<file path="src/rtl/pipeline_hazard_ctrl.sv">
// ============================================================================
// Module  : pipeline_hazard_ctrl
// Brief   : Stall/flush sequencer for a 5-stage RISC-V pipeline.
//           Covers load-use stalls, taken-branch flushes and data-memory waits.
// Revision: 1.0 - initial release
// ============================================================================
`default_nettype none

module pipeline_hazard_ctrl #(
  parameter int FLUSH_CYCLES = 2,
  parameter int MAX_WAIT     = 15,
  parameter int WAIT_W       = 4,
  parameter int CNT_W        = 16
) (
  input  logic             CLK,
  input  logic             RST,
  input  logic             EN,
  input  logic             START,
  input  logic [4:0]       ID_Rs1,
  input  logic [4:0]       ID_Rs2,
  input  logic             ID_uses_rs2,
  input  logic [4:0]       EX_Rd,
  input  logic             EX_MemRead,
  input  logic             EX_branch_taken,
  input  logic             MEM_req,
  input  logic             MEM_ready,
  output logic             PC_en,
  output logic             IFID_en,
  output logic             IFID_flush,
  output logic             Ctrl_Mux_DE,
  output logic             IDEX_en,
  output logic             EXMEM_en,
  output logic             MEM_timeout,
  output logic [CNT_W-1:0] stall_cnt
);

  localparam int FLUSH_W = (FLUSH_CYCLES > 1) ? $clog2(FLUSH_CYCLES) : 1;

  typedef enum logic [2:0] {
    S_IDLE     = 3'd0,
    S_RUN      = 3'd1,
    S_FLUSH    = 3'd2,
    S_MEM_WAIT = 3'd3,
    S_ERROR    = 3'd4
  } state_t;

  state_t              r_state, w_next_state;
  logic [WAIT_W-1:0]   r_wait_cnt, w_next_wait;
  logic [FLUSH_W-1:0]  r_flush_cnt, w_next_flush;
  logic                r_timeout;
  logic [CNT_W-1:0]    r_stall_cnt;

  logic w_mem_wait;
  logic w_load_use;
  logic w_stall;

  assign w_mem_wait = MEM_req & ~MEM_ready;
  assign w_load_use = EX_MemRead & (EX_Rd != 5'd0) &
                      ((EX_Rd == ID_Rs1) | (ID_uses_rs2 & (EX_Rd == ID_Rs2)));

  always_comb begin
    w_next_state = r_state;
    w_next_wait  = r_wait_cnt;
    w_next_flush = r_flush_cnt;
    PC_en        = 1'b0;
    IFID_en      = 1'b0;
    IFID_flush   = 1'b0;
    Ctrl_Mux_DE  = 1'b0;
    IDEX_en      = 1'b0;
    EXMEM_en     = 1'b0;

    if (EN) begin
      case (r_state)
        S_IDLE: begin
          if (START) w_next_state = S_RUN;
        end

        S_RUN: begin
          if (w_mem_wait) begin
            Ctrl_Mux_DE  = 1'b1;
            w_next_wait  = WAIT_W'(1);
            w_next_state = S_MEM_WAIT;
          end else if (EX_branch_taken) begin
            PC_en      = 1'b1;
            IFID_en    = 1'b1;
            IFID_flush = 1'b1;
            IDEX_en    = 1'b1;
            EXMEM_en   = 1'b1;
            if (FLUSH_CYCLES > 1) begin
              w_next_flush = FLUSH_W'(FLUSH_CYCLES - 1);
              w_next_state = S_FLUSH;
            end
          end else if (w_load_use) begin
            IDEX_en  = 1'b1;
            EXMEM_en = 1'b1;
          end else begin
            PC_en       = 1'b1;
            IFID_en     = 1'b1;
            Ctrl_Mux_DE = 1'b1;
            IDEX_en     = 1'b1;
            EXMEM_en    = 1'b1;
          end
        end

        S_FLUSH: begin
          // A memory wait suspends the flush; flush_cnt resumes afterwards.
          if (w_mem_wait) begin
            Ctrl_Mux_DE  = 1'b1;
            w_next_wait  = WAIT_W'(1);
            w_next_state = S_MEM_WAIT;
          end else begin
            PC_en      = 1'b1;
            IFID_en    = 1'b1;
            IFID_flush = 1'b1;
            IDEX_en    = 1'b1;
            EXMEM_en   = 1'b1;
            if (r_flush_cnt <= FLUSH_W'(1)) begin
              w_next_flush = '0;
              w_next_state = S_RUN;
            end else begin
              w_next_flush = r_flush_cnt - FLUSH_W'(1);
            end
          end
        end

        S_MEM_WAIT: begin
          Ctrl_Mux_DE = 1'b1;
          if (MEM_ready) begin
            w_next_wait  = '0;
            w_next_state = (r_flush_cnt != '0) ? S_FLUSH : S_RUN;
          end else if (r_wait_cnt == WAIT_W'(MAX_WAIT)) begin
            w_next_state = S_ERROR;
          end else begin
            w_next_wait = r_wait_cnt + WAIT_W'(1);
          end
        end

        S_ERROR: begin
        end

        default: w_next_state = S_IDLE;
      endcase
    end
  end

  assign w_stall = EN & ((r_state == S_RUN) | (r_state == S_FLUSH) |
                         (r_state == S_MEM_WAIT)) & (~PC_en | ~Ctrl_Mux_DE);

  always_ff @(posedge CLK) begin
    if (RST) begin
      r_state     <= S_IDLE;
      r_wait_cnt  <= '0;
      r_flush_cnt <= '0;
      r_timeout   <= 1'b0;
      r_stall_cnt <= '0;
    end else begin
      r_state     <= w_next_state;
      r_wait_cnt  <= w_next_wait;
      r_flush_cnt <= w_next_flush;
      if (w_next_state == S_ERROR) r_timeout <= 1'b1;
      if (w_stall && (r_stall_cnt != '1)) r_stall_cnt <= r_stall_cnt + CNT_W'(1);
    end
  end

  assign MEM_timeout = r_timeout;
  assign stall_cnt   = r_stall_cnt;

endmodule

`default_nettype wire
</file>
<file path="config.mk">
export PLATFORM = sky130hd
export DESIGN_NAME = pipeline_hazard_ctrl
export DESIGN_NICKNAME = d
export VERILOG_FILES = /design/src/rtl/pipeline_hazard_ctrl.sv
export SDC_FILE = /design/constraint.sdc
export NUM_CORES = 1
export LEC_CHECK = 0
export CORE_MARGIN = 2
export CORE_UTILIZATION = 52
export DETAILED_ROUTE_END_ITERATION = 8
export PLACE_DENSITY = 0.85
export SYNTH_ARGS = -nofsm -noshare
export SYNTH_HDL_FRONTEND = slang
export SYNTH_SLANG_ARGS = --single-unit
</file>
<file path="constraint.sdc">
create_clock -name CLK -period 3.3 [get_ports CLK]
set_input_delay 0.66 -clock CLK [delete_from_list [all_inputs] [get_ports CLK]]
set_output_delay 0.66 -clock CLK [all_outputs]
set_load 0.02 [all_outputs]
</file>
==> impl_results.md <==
* Total track usage at 0.218
* Dominant cell type by area after synthesis: dfxtp_1
* Critical path type: in2out
* Htree depth at 1
* Worst path max stage delay at 540 ps
* Critical path buffer and inverter count at 2
* RSZ-0062 raised after global routing: false
* Crit end category: primary output
* Antenna cell count at 0
* Switch share at 0.279
* Pin count of the biggest net entering global routing at 36
* Max-cap check violation count at 0
* Count leader, synth: nor2_1
* First-pass GRT wire length at 6380 µm
* Synth cell types at 44
* Root buf cell: clkbuf_4
* Slowest CP cell: or4_1
* Fin area at 2280 µm²
* Hold Vio Cnt, Final at 0
* Via-to-Cell Ratio at 5.65
* Post-CTS setup buffers at 0
* Hold_ws at 485 ps
* Synth Register Bits at 25
* Synth Flop Type: dfxtp_1
* Vias in the first global route at 1509
* Tightest Pin Transition at 953 ps
* Initial core utilization at 0.554
* Routed len/inst at 13.1 µm
* Post-Syn Nets at 245
* Rows at 20
* Max Root-Sink Buffers at 2
* Worst path required time at 2640 ps
* Mapped Area at 1720 µm²
* Setup Skew at 8.15 ps
* FMAX at 0.326 GHz
* Synthesis Warnings at 0
* Final period util at 0.930
* Critical-path cell list: clkdlybuf4s50_1 -> or4_1 -> o21a_1 -> a21oi_2 -> nor3_1 -> nor3_1 -> clkbuf_2
* VDD IR-drop max at 0.171 mV
* NetSw at 0.161 mW
* Run status: finished clean
* TritonCTS Buffers at 3
* Fin nets at 297
* Min-delay worst type: reg2reg
* Worst slew margin at 0.359
* DR DRC count at 0
* Cells after DPL at 310
* Startpoint types: input port
* Die Ht at 61.5 µm
* Final setup violating endpoints at 0
* FFs w/ async S/R, synth at 0
* First DRT Iteration DRCs at 95
* Most used cell, CP: nor3_1
* Grt ovf at 0
* Port-buffer cells at 46
* PwrDens at 253 nW/µm²
* Layout overhead on the synthesized area at 32.5%
* Clk pwr share at 0.249
* Routed WL at 4120 µm
* Die width at 61.5 µm
* TNS Setup at 0 ps
* CP top delay family: simple AND/OR/NAND/NOR gates
* Placed inst area at 2260 µm²
* Final ANT Viol Nets at 0
* Hpwl dp at 3120 µm
* Die area at 3780 µm²
* Synth Area per Inst at 7.85 µm²
* Core area at 3100 µm²
* Synth area leaders: dfxtp_1, mux2_2, xnor2_1, nor2_1, nor2b_1
* First-pass detailed-route iteration total at 4
* Max-slew violations at 0
* Min Tclk post-route at 3070 ps
* CTS tree: yes
* Gate Count Post-Synth at 219
* Post-synth top area share at 0.291
* Skew-Pair Late Insertion Delay at 330 ps
* Top cells by count, synth: nor2_1, dfxtp_1, a21oi_1
* Share of layout cells above drive strength 1 at 0.122
* Critical-path maximum fanout at 3
* Post-Layout Cell Count at 314
* Pint at 0.416 mW
* CP Data Arrival Time at 2410 ps
* Initial antenna violation count at 0
* Clock sinks at 25
* Sequential power share at 0.541
* GPL Wtd Cong at 0.795
* EDFF count, synth at 0
* Hold_buf cts at 0
* Fillcell total at 264
* Sequential area share after synthesis at 0.291
* Io pins at 47
* Area of the multi-input gates at 1130 µm²
* Combinational Power Share at 0.210
* Pleak at 0.813 nW
* Tot Pwr at 0.577 mW
* Register area at 500 µm²
* Clock slew at reported path FFs at 150 ps
* Cts repair resizes at 3
* Via total after detailed routing at 1775
## cells by family (layout without fill, tap and decap cells)
kind of cell               Yosys count  in the layout  synth area share
xor gates and xnor gates            12             12            0.0611
adders and majority gates            2              2            0.0146
DFF                                 25             25             0.291
AOI/OAI and AO/OA                   52             52             0.205
muxes                               11             11            0.0721
buffers and inverters               17             68            0.0495
and+or+nand+nor                    100            100             0.306
## layer usage
| layer | GRT usage | share of wire |
|---|---|---|
| met4 | 0.0578 | 0.0097 |
| met1 | 0.288 | 0.45 |
| met3 | 0.0252 | 0.078 |
| met2 | 0.377 | 0.46 |
| met5 | 0 | 0 |
## area by class of cell
| type | count | area share |
|---|---|---|
| multi-input cells | 177 | 0.498 |
| repair buffers | 58 | 0.235 |
| flip-flops and latches | 25 | 0.220 |
| well taps | 44 | 0.0242 |
| clock buffers | 3 | 0.00989 |
| inverters | 6 | 0.00989 |
| clock inverters | 1 | 0.00330 |
## worst register-to-register path: stages, from the launching register on
cell and delay, ps:
dfxtp_1 420, ha_1 240, nand4_1 160, nor4_1 760, nor2_1 110, a41oi_1 290, xnor2_1 90, and2_1 150
## flip-flops by register name (all words and copies together), names as in the netlist
register / flops
r_wait_cnt: 4
MEM_timeout: 1
stall_cnt: 16
r_state: 3
r_flush_cnt: 1
## power groups by stage
stage               sequential [mW]  clock (mW)  combinational [mW]
floorplan                     0.316           0              0.0651
global placement              0.318           0               0.120
detailed placement            0.318           0               0.122
CTS                           0.312       0.148               0.122
global route                  0.313       0.161               0.132
finish                        0.312       0.144               0.121
## worst paths after layout
| kind | endpoint | slack (ps) | from | depth (start not counted) |
|---|---|---|---|---|
| setup / recovery | Ctrl_Mux_DE | 230 | EX_Rd[1] | 7 |
| hold / removal | r_wait_cnt[1] | 480 | r_wait_cnt[1] | 2 |
| setup reg to reg | stall_cnt[7] | 1000 | stall_cnt[0] | 7 |
| hold reg to reg | r_wait_cnt[1] | 480 | r_wait_cnt[1] | 2 |
## cell usage in the layout (no fill, tap or decap), types with 2 or more instances in the layout
| cell | count |
|---|---|
| buf_4 | 12 |
| nand2_1 | 13 |
| clkbuf_4 | 3 |
| nand4_1 | 7 |
| nand3_1 | 15 |
| clkbuf_2 | 3 |
| clkdlybuf4s50_1 | 43 |
| a21oi_1 | 17 |
| o2111ai_1 | 4 |
| nor3_1 | 4 |
| mux2_2 | 11 |
| o21ai_0 | 6 |
| nor2_1 | 27 |
| a2111oi_0 | 6 |
| or3_1 | 3 |
| and3_1 | 6 |
| a21o_1 | 4 |
| xnor2_1 | 12 |
| inv_1 | 6 |
| dfxtp_1 | 25 |
| ha_1 | 2 |
| a2bb2oi_1 | 2 |
| o211ai_1 | 4 |
| nor2b_1 | 14 |
## metrics by stage
step,util,setup WS [ps]
global route,0.734,57.0
floorplan,-,435
finish,0.734,232
CTS,0.738,76.9
global placement,0.729,-157
detailed placement,0.729,-213
Note: power is estimated with default switching activity, not from simulation.
